<file path="src/rtl/mips_mc_sequencer.sv">
// Multi-cycle control sequencer for the 8-bit MIPS datapath: four byte fetches, decode,
// then execute/memory/writeback. Every output is combinational from state, op, funct and zero.
//
// state    | meaning
// ---------+------------------------------------------------------------
// FETCH1-4 | read instruction byte n into IR, PC += 1
// DECODE   | precompute branch target into ALUOut, dispatch on op
// MEMADR   | ALUOut <= A + imm for LB/SB
// LBRD     | read data memory at ALUOut
// LBWR     | write loaded byte to rt
// SBWR     | write B to data memory at ALUOut
// RTYPEEX  | ALU op on A, B selected by funct
// RTYPEWR  | write ALUOut to rd
// BEQEX    | compare A, B; load PC from ALUOut when equal
// JEX      | load PC with imm x 4
// ADDIEX   | ALUOut <= A + imm
// ADDIWR   | write ALUOut to rt
module mips_mc_sequencer #(
  parameter int STATEBITS = 4
) (
  input  logic                 clk,
  input  logic                 reset,
  input  logic [5:0]           op,
  input  logic [5:0]           funct,
  input  logic                 zero,
  output logic                 memread,
  output logic                 memwrite,
  output logic                 alusrca,
  output logic                 memtoreg,
  output logic                 iord,
  output logic                 pcen,
  output logic                 regwrite,
  output logic                 regdst,
  output logic [1:0]           pcsrc,
  output logic [1:0]           alusrcb,
  output logic [2:0]           alucontrol,
  output logic [3:0]           irwrite,
  output logic                 instr_done,
  output logic                 illegal,
  output logic [STATEBITS-1:0] state_dbg
);

  typedef enum logic [STATEBITS-1:0] {
    FETCH1  = STATEBITS'(0),
    FETCH2  = STATEBITS'(1),
    FETCH3  = STATEBITS'(2),
    FETCH4  = STATEBITS'(3),
    DECODE  = STATEBITS'(4),
    MEMADR  = STATEBITS'(5),
    LBRD    = STATEBITS'(6),
    LBWR    = STATEBITS'(7),
    SBWR    = STATEBITS'(8),
    RTYPEEX = STATEBITS'(9),
    RTYPEWR = STATEBITS'(10),
    BEQEX   = STATEBITS'(11),
    JEX     = STATEBITS'(12),
    ADDIEX  = STATEBITS'(13),
    ADDIWR  = STATEBITS'(14)
  } state_e;

  localparam logic [5:0] OP_LB    = 6'b100000;
  localparam logic [5:0] OP_SB    = 6'b101000;
  localparam logic [5:0] OP_RTYPE = 6'b000000;
  localparam logic [5:0] OP_BEQ   = 6'b000100;
  localparam logic [5:0] OP_J     = 6'b000010;
  localparam logic [5:0] OP_ADDI  = 6'b001000;

  localparam logic [2:0] ALU_ADD = 3'b010;
  localparam logic [2:0] ALU_SUB = 3'b110;
  localparam logic [2:0] ALU_AND = 3'b000;
  localparam logic [2:0] ALU_OR  = 3'b001;
  localparam logic [2:0] ALU_SLT = 3'b111;

  state_e state_q, state_d;

  always_ff @(posedge clk) begin
    if (reset) state_q <= FETCH1;
    else       state_q <= state_d;
  end

  always_comb begin
    state_d    = FETCH1;
    memread    = 1'b0;
    memwrite   = 1'b0;
    alusrca    = 1'b0;
    memtoreg   = 1'b0;
    iord       = 1'b0;
    pcen       = 1'b0;
    regwrite   = 1'b0;
    regdst     = 1'b0;
    pcsrc      = 2'b00;
    alusrcb    = 2'b00;
    alucontrol = 3'b000;
    irwrite    = 4'b0000;
    instr_done = 1'b0;
    illegal    = 1'b0;
    // Reset leaves every strobe at its default of 0, even over FETCH1.
    if (!reset) begin
      case (state_q)
        FETCH1, FETCH2, FETCH3, FETCH4: begin
          memread    = 1'b1;
          irwrite    = 4'b0001 << state_q[1:0];
          alusrcb    = 2'b01;
          alucontrol = ALU_ADD;
          pcen       = 1'b1;
          state_d    = state_e'(state_q + STATEBITS'(1));
        end
        DECODE: begin
          alusrcb    = 2'b11;
          alucontrol = ALU_ADD;
          case (op)
            OP_LB, OP_SB: state_d = MEMADR;
            OP_RTYPE:     state_d = RTYPEEX;
            OP_BEQ:       state_d = BEQEX;
            OP_J:         state_d = JEX;
            OP_ADDI:      state_d = ADDIEX;
            default: begin
              illegal    = 1'b1;
              instr_done = 1'b1;
              state_d    = FETCH1;
            end
          endcase
        end
        MEMADR: begin
          alusrca    = 1'b1;
          alusrcb    = 2'b10;
          alucontrol = ALU_ADD;
          state_d    = (op == OP_LB) ? LBRD : SBWR;
        end
        LBRD: begin
          memread = 1'b1;
          iord    = 1'b1;
          state_d = LBWR;
        end
        LBWR: begin
          regwrite   = 1'b1;
          memtoreg   = 1'b1;
          instr_done = 1'b1;
        end
        SBWR: begin
          memwrite   = 1'b1;
          iord       = 1'b1;
          instr_done = 1'b1;
        end
        RTYPEEX: begin
          alusrca = 1'b1;
          state_d = RTYPEWR;
          case (funct)
            6'b100000: alucontrol = ALU_ADD;
            6'b100010: alucontrol = ALU_SUB;
            6'b100100: alucontrol = ALU_AND;
            6'b100101: alucontrol = ALU_OR;
            6'b101010: alucontrol = ALU_SLT;
            default: begin
              alucontrol = ALU_ADD;
              illegal    = 1'b1;
              instr_done = 1'b1;
              state_d    = FETCH1;
            end
          endcase
        end
        RTYPEWR: begin
          regdst     = 1'b1;
          regwrite   = 1'b1;
          instr_done = 1'b1;
        end
        BEQEX: begin
          alusrca    = 1'b1;
          alucontrol = ALU_SUB;
          pcsrc      = 2'b01;
          pcen       = zero;
          instr_done = 1'b1;
        end
        JEX: begin
          pcsrc      = 2'b10;
          pcen       = 1'b1;
          instr_done = 1'b1;
        end
        ADDIEX: begin
          alusrca    = 1'b1;
          alusrcb    = 2'b10;
          alucontrol = ALU_ADD;
          state_d    = ADDIWR;
        end
        ADDIWR: begin
          regwrite   = 1'b1;
          instr_done = 1'b1;
        end
        default: state_d = FETCH1;
      endcase
    end
  end

  assign state_dbg = reset ? '0 : state_q;

endmodule

</file>
<file path="config.mk">
export PLATFORM = sky130hd
export DESIGN_NAME = mips_mc_sequencer
export DESIGN_NICKNAME = d
export VERILOG_FILES = /design/src/rtl/mips_mc_sequencer.sv
export SDC_FILE = /design/constraint.sdc
export NUM_CORES = 1
export LEC_CHECK = 0
export BUFFER_PORTS_ARGS = -buffer_cell sky130_fd_sc_hd__buf_4
export CORE_MARGIN = 1
export CORE_UTILIZATION = 46
export CTS_CLUSTER_SIZE = 30
export DETAILED_ROUTE_END_ITERATION = 16
export GPL_ROUTABILITY_DRIVEN = 0
export PLACE_DENSITY_LB_ADDON = 0.1
export SYNTH_ARGS = -nofsm -noshare
export SYNTH_HDL_FRONTEND = slang
export SYNTH_SLANG_ARGS = --single-unit
</file>
<file path="constraint.sdc">
create_clock -name clk -period 3.3 [get_ports clk]
set_clock_uncertainty 0.15 [all_clocks]
set_input_delay 0.66 -clock clk [delete_from_list [all_inputs] [get_ports clk]]
set_output_delay 0.66 -clock clk [all_outputs]
set_load 0.005 [all_outputs]
</file>
# --- Word level (Yosys, flattened, before mapping) ---
# Index checks and enable logic that the tools add are counted.
classes:
  n_addsub: 1
  n_eq_ne: 24
  shift: 1
  n_mux: 36
  n_reduce_logical: 14
op_table:
  columns: ["cell", "count"]
  rows:
  - ["equality test 6 bit, second input constant", 7]
  - ["equality test 4 bit, second input constant", 7]
  - ["case mux 4 bit (6 select lines)", 1]
  - ["2-to-1 mux 4 bit", 5]
  - ["case mux 4 bit (5 select lines)", 1]
  - ["2-to-1 mux 1 bit", 19]
  - ["equality test 4 x 3 -> 1 bit, second input constant", 4]
  - ["OR reduction 5 bit", 3]
  - ["case mux 3 bit (4 select lines)", 1]
  - ["OR reduction 6 bit", 2]
  - ["case mux 3 bit (3 select lines)", 1]
  - ["equality test 4 x 2 -> 1 bit, second input constant", 2]
  - ["OR reduction 4 bit", 2]
  - ["OR reduction 7 bit", 1]
  - ["equality test 6 x 2 -> 1 bit, second input constant", 1]
  - ["equality test 6 x 3 -> 1 bit, second input constant", 1]
  - ["equality test 6 x 4 -> 1 bit, second input constant", 1]
  - ["logical NOT 6 bit", 1]
  - ["case mux 2 bit (3 select lines)", 1]
  - ["OR reduction 2 bit", 3]
  - ["adder 4 x 1 -> 4 bit, second input constant", 1]
  - ["equality test 4 x 1 -> 1 bit, second input constant", 1]
  - ["logical NOT 4 bit", 1]
  - ["2-to-1 mux 2 bit", 2]
  - ["other kinds (6)", 7]
word_totals:
  register_bits: 4
  in_bits: 15
  out_inout_bits: 25

# --- Longest topological paths before layout ---
# Gate-level depths: netlist (run 1).
depth:
  ltp_word: 5
  mapped_depth: 7
  depth_no_buf: 6

# --- Worst setup path after synthesis (run 1) ---
# No wires, ideal clock.
synth_path:
  path_kind: "input -> output"
  start: "input port funct[5]"
  end: "output port alucontrol[1]"
  arrival_time_ps: 1515
  path_slack_ps: 975
  cell_stages: 4
  cell_sequence: "nor2b_1 -> or3b_2 -> inv_1 -> a211o_1"
synth_via:
  elab_chain_len: 4
  word_cells_on_any_way: 7
synth_rtl:
  columns: ["element", "line", "source"]
  rows:
  - ["start, declared", "24", "input logic [5:0] funct,"]
  - ["equality test 6 bit", "148", "case (funct)"]
  - ["case mux 3 bit (4 select lines) (*)", "148", null]
  - ["case mux 3 bit (3 select lines) (*)", "99", "case (state_q)"]
  - ["2-to-1 mux 3 bit (*)", "98", "if (!reset) begin"]
  - ["end, declared", "36", "output logic [2:0] alucontrol,"]
# Mark *: on every way between the ends. The rest lies on a longest branch, timed or not.

# --- Worst setup path in the final report (run 1) ---
layout_path:
  start: "register state_q[0]"
  end: "output port pcen"
layout_via:
  elab_chain_len: 4
  word_cells_on_any_way: 9
layout_rtl:
  columns: ["element", "line", "source"]
  rows:
  - ["start, declared", "74", "state_e state_q, state_d;"]
  - ["start signal, assigned", "78", "else state_q <= state_d;"]
  - ["equality test 4 x 1 -> 1 bit (tied with other cells)", "99", null]
  - ["OR reduction 5 bit (no line)", null, null]
  - ["case mux 1 bit (2 select lines) (*)", "99", null]
  - ["2-to-1 mux 1 bit (*)", "98", null]
  - ["end, declared", "31", "output logic pcen,"]
# Marked as above.

==> summary.md, run 1 <==
| Metric | Value |
|---|---|
| Outcome | `complete, no violations` |
| Final period utilization | `86.4%` |
| Commonest non-fill, non-tap cell in the layout | `buf_4` |
| Min Tclk post-route | `2.85 ns` |
| Register bit total from synthesis | `4` |
| Most frequent cells in the layout | `buf_4, nor2_1` |
| Clock sinks | `4` |
| Critical path arrival | `2.04 ns` |
| PortBufs | `39` |
| Post-CTS sizing | `0` |
| GRT overflow | `0` |
| Final Hold Fails | `0` |
| # Post-CTS Setup Buffers | `0` |
| VDD IR max | `0.416 mV` |
| Syn_area_per_cell | `6.81 um2` |
| Fill cells | `117` |
| GRT Overall Usage | `24.3%` |
| RSZ-0062 raised after global routing | `no` |
| Top post-synthesis cells by area | `dfxtp_1, ha_1, nor2_1` |
| Final Setup Violations | `0` |
| Setup_tns | `0 ns` |
| Top FF cell, synth | `dfxtp_1` |
| YS warnings | `0` |
| Register with the most flip-flops | `state_q` |
| ANT nets after route | `0` |
| Distinct cells, synth | `40` |
| CTS clock-pin slew for the worst setup and hold paths | `0.03 ns` |
| Largest net degree at the start of global routing | `19` |
| Deepest clock path buffer count | `2` |
| Total CTS buffers | `3` |
| Crit path max-delay cell type | `dfxtp_1` |
| Initial core utilization | `51.4%` |
| CTS tree | `yes` |
| Max FFs per register | `4` |
| Hold/Removal Path Class | `register to register` |
| Via count of the first global-routing pass | `662` |
| Fin util | `74.2%` |
| Worst skew pair latency | `0.24 ns` |
| Max Freq | `351 MHz` |
| N_diodes | `0` |
| Relative slew slack | `69.0%` |
| Largest registers | `state_q x4` |
| Cell area after synthesis | `694 um2` |
| Max-cap violations | `0` |
| Area Growth Syn to Fin | `44.3%` |
| Setup crit end kind | `output pin` |
| Leak pwr | `0.531 nW` |
| Req. time, crit path | `2.49 ns` |
| Hold_buf cts | `0` |
| Row cnt | `13` |
| Global-route wire length before repair | `2770 um` |
| Top cell type's share of synthesized area | `11.5%` |
| Worst-Margin Slew | `0.465 ns` |
| Crit-path max FO | `7` |
| Initial antenna violation count | `0` |
| Die ar. | `1670 um2` |
| Final #Nets | `160` |
| IO Count | `40` |
| Die height | `40.9 um` |
| Non-filler instance count after layout | `154` |
| Core Area | `1350 um2` |
| DR vias | `905` |
| Initial DRC Count | `16` |
| Vias per cell | `5.88` |
| Ys async rst share | `0%` |
| EDFF count, synth | `0` |
| Slew Limit Fails | `0` |
| Mapped Cells | `102` |
| H-tree lvl count | `1` |
| Drt pass-1 iters | `4` |
| Drt wl/cell | `13.1 um` |
| Crit path launch type | `register` |
| Power per cell area | `437 nW/um2` |
| Delay of the slowest cell on the worst path | `0.38 ns` |
| Post-Syn Nets | `121` |
| Sequential-to-total area share from yosys stat | `11.5%` |
| Final WL | `2010 um` |
| Setup CP Type | `register to output pin` |
| DIE WIDTH | `40.9 um` |
| Placed Cells | `151` |
| Root buf cell | `clkbuf_4` |
| Area leader, netlist | `dfxtp_1` |
| CP cell instances | `inv_1 > ha_1 > nor4_2 > nand2b_1 > nor2_1 > a211o_1 > buf_4` |
| DR DRC count | `0` |
| Share of layout cells above drive strength 1 | `34.5%` |
| Final HPWL DP | `1530 um` |
[path summary, 6_finish.rpt]
kind / from / endpoint / slack [ns] / cells after the start
worst max-delay path: state_q[0] / pcen / 0.45 / 7
worst min-delay path: state_q[0] / state_q[0] / 0.50 / 2
worst min register to register: state_q[0] / state_q[0] / 0.50 / 2
worst max register to register: state_q[0] / state_q[1] / 1.39 / 6
[routing by layer]
metal | share of wire [%] | wire (um) | GRT usage [%]
met1 | 47 | 943 | 31.8
met2 | 47 | 947 | 40.2
met3 | 6.1 | 123 | 3.26
met4 | 0 | 0 | 8.33
met5 | 0 | 0 | 0
[cells by family after synthesis]
| group | count (synthesis) | synth area share [%] |
|---|---|---|
| AO/OA/AOI/OAI | 32 | 32.3 |
| XOR/XNOR | 1 | 1.26 |
| adder cells (fa/ha/maj) | 4 | 7.21 |
| buffers and inverters | 11 | 7.03 |
| flip-flops | 4 | 11.5 |
| multiplexers | 1 | 1.44 |
| AND/OR/NAND/NOR | 49 | 39.3 |
[worst max-delay path, delay by kind of cell (launching register included)]
| family | cells | cell delay [ns] |
|---|---|---|
| simple gates | 3 | 0.68 |
| flops | 1 | 0.38 |
| fa+ha+maj | 1 | 0.30 |
| buf+inv | 2 | 0.23 |
| compound gates | 1 | 0.23 |
[Yosys cell counts (all sizes together), types with 2 or more instances]
cell	count
a21oi	6
nor3	5
and2	3
ha	4
dfxtp	4
a21o	4
o22ai	2
clkbuf	2
nand2b	2
a211o	3
nor2b	4
and3	6
nand2	6
buf	3
nor2	12
o21ai	3
nand3	3
nor4	2
nor3b	2
inv	6
a31oi	6
[layout make-up]
cell class	instances	area, um2	area share [%]
Timing Repair Buffer	39	293	29.2
Tap cell	15	18.8	1.87
Sequential cell	4	80.1	7.99
Inverter	6	22.5	2.25
Multi-Input combinational cell	87	566	56.4
Clock buffer	3	22.5	2.25
[per-stage QoR]
step / setup slack (ns) / power (mW) / hold WS [ns] / cell area (um2)
6_report: 0.450 / 0.438 / 0.499 / 1000
5_1_grt: 0.365 / 0.472 / 0.535 / 1000
4_1_cts: 0.459 / 0.439 / 0.492 / 1000
3_5_place_dp: 0.721 / 0.375 / 0.487 / 980
3_3_place_gp: 0.753 / 0.367 / 0.480 / 980
2_1_floorplan: 0.975 / 0.266 / 0.445 / 694
[power breakdown]
part,internal [mW],switching [mW],total (mW)
Sequential,0.0599,0.0123,0.0721
Combinational,0.148,0.156,0.304
Clock,0.0407,0.0205,0.0612
Power figures use the tool's default switching activity.
==> inputs of run 2 (changes only) <==
CORE_UTILIZATION = 45   (was 46)
==> summary.md, run 2 (synthesis gave the netlist of run 1 again) <==
| Metric | Value |
|---|---|
| Outcome | `complete, no violations` |
| Met3 Resource Use GR | `7.07% (+3.8 points)` |
| Fin area | `1000 um2 (unchanged)` |
| DR DRC count | `0 (unchanged)` |
| Via count of the first global-routing pass | `720 (+8.8%)` |
| PortBufs | `39 (unchanged)` |
| RSZ-0062 raised after global routing | `no` |
| DR vias | `923 (+2.0%)` |
| Post-CTS sizing | `0 (unchanged)` |
| CTS tree | `yes` |
| Final period utilization | `87.4% (+1.1 points)` |
| Relative slew slack | `69.5% (+0.55 points)` |
| Worst-Margin Slew | `0.457 ns (-0.00830 ns)` |
| DIE WIDTH | `41.3 um (+1.0%)` |
| Initial antenna violation count | `0 (unchanged)` |
| Met2 usage | `47.3% (+7.0 points)` |
| Register with the most flip-flops | `state_q` |
| Fin util | `73.4% (-0.88 points)` |
| Clock sinks | `4 (unchanged)` |
| Share of layout cells above drive strength 1 | `34.5% (unchanged)` |
| Row cnt | `13 (unchanged)` |
| Crit-path max FO | `7 (unchanged)` |
| Area Growth Syn to Fin | `44.3% (unchanged)` |
| Req. time, crit path | `2.49 ns (about the same)` |
| Final #Nets | `160 (unchanged)` |
| Hold_buf cts | `0 (unchanged)` |
| Leak pwr | `0.531 nW (unchanged)` |
| Setup CP Type | `register to output pin` |
| Commonest non-fill, non-tap cell in the layout | `buf_4` |
| Power per cell area | `446 nW/um2 (+2.2%)` |
| Slew Limit Fails | `0 (unchanged)` |
| Core Area | `1370 um2 (+1.2%)` |
| Final WL | `2120 um (+5.3%)` |
| Drt wl/cell | `13.8 um (+5.3%)` |
| GRT met1 Usage | `31.8% (about the same)` |
| Worst skew pair latency | `0.24 ns (about the same)` |
| Max Freq | `347 MHz (-1.2%)` |
| GRT overflow | `0 (unchanged)` |
| Root buf cell | `clkbuf_4` |
| Final Hold Fails | `0 (unchanged)` |
| Placed Cells | `151 (unchanged)` |
| Die height | `41.3 um (+1.0%)` |
| CTS clock-pin slew for the worst setup and hold paths | `0.04 ns (about the same)` |
| Critical path arrival | `2.07 ns (+0.03 ns)` |
| Fill cells | `119 (+1.7%)` |
| Final Setup Violations | `0 (unchanged)` |
| N_diodes | `0 (unchanged)` |
| Setup crit end kind | `output pin` |
| Hold/Removal Path Class | `register to register` |
| Most Crowded Layer GR | `met2` |
| Most frequent cells in the layout | `buf_4, nor2_1` |
| IO Count | `40 (unchanged)` |
| Vias per cell | `5.99 (+2.0%)` |
| Die ar. | `1700 um2 (+2.1%)` |
| Largest net degree at the start of global routing | `19 (unchanged)` |
| Total CTS buffers | `3 (unchanged)` |
| # Post-CTS Setup Buffers | `0 (unchanged)` |
| Largest registers | `state_q x4` |
| Drt pass-1 iters | `4 (unchanged)` |
| Global-route wire length before repair | `3040 um (+9.7%)` |
| DP Area | `980 um2 (unchanged)` |
| Deepest clock path buffer count | `2 (unchanged)` |
| Initial core utilization | `50.8% (-0.61 points)` |
| Max-cap violations | `0 (unchanged)` |
| H-tree lvl count | `1 (unchanged)` |
| GRT Overall Usage | `26.8% (+2.5 points)` |
| ANT nets after route | `0 (unchanged)` |
| Non-filler instance count after layout | `154 (unchanged)` |
| VDD IR max | `0.404 mV (-2.9%)` |
| Crit path launch type | `register` |
| Min Tclk post-route | `2.88 ns (+0.0349 ns)` |
| Setup_tns | `0 ns (unchanged)` |
| Final HPWL DP | `1610 um (+5.0%)` |
| Initial DRC Count | `33 (+17)` |
| Max FFs per register | `4 (unchanged)` |
run 2: area by class of cell:
cell class / count / area (um2) / area share, %
flip-flops and latches: 4 / 80.1 / 7.99
well taps: 15 / 18.8 / 1.87
multi-input cells: 87 / 566 / 56.4
repair buffers: 39 / 293 / 29.2
inverters: 6 / 22.5 / 2.25
clock buffers: 3 / 22.5 / 2.25
run 2: worst max-delay path, stage by stage (launching register included):
cell	delay, ns
dfxtp_1	0.39
inv_1	0.10
ha_1	0.30
nor4_2	0.33
nand2b_1	0.25
nor2_1	0.10
a211o_1	0.23
buf_4	0.13
run 2: path summary, 6_finish.rpt:
| path | startpoint | end | slack (ns) | cells past startpoint |
|---|---|---|---|---|
| setup / recovery | state_q[0] | pcen | 0.42 | 7 |
| hold / removal | state_q[0] | state_q[0] | 0.53 | 2 |
| setup reg to reg | state_q[0] | state_q[1] | 1.33 | 6 |
| hold reg to reg | state_q[0] | state_q[0] | 0.53 | 2 |
run 2: power breakdown:
group          switching [mW]  total [mW]  internal, mW
Combinational           0.163       0.311         0.148
Sequential             0.0130      0.0729        0.0599
Clock                  0.0224      0.0632        0.0408
Total                   0.198       0.447         0.249
run 2: per-layer routing:
layer | part of all wire [%] | vias up
met5 | 0 | -
met4 | 0 | 0
met3 | 7.8 | 0
met2 | 49 | 47
met1 | 43 | 422
li1 | - | 454
run 2: through the flow:
stage                     setup slack, ns  total power [mW]  hold slack [ns]
after detailed placement            0.696             0.377            0.510
final                               0.416             0.447            0.528
after global routing                0.345             0.475            0.538
after floorplan                     0.975             0.266            0.445
after global placement              0.711             0.371            0.502
after CTS                           0.435             0.444            0.516
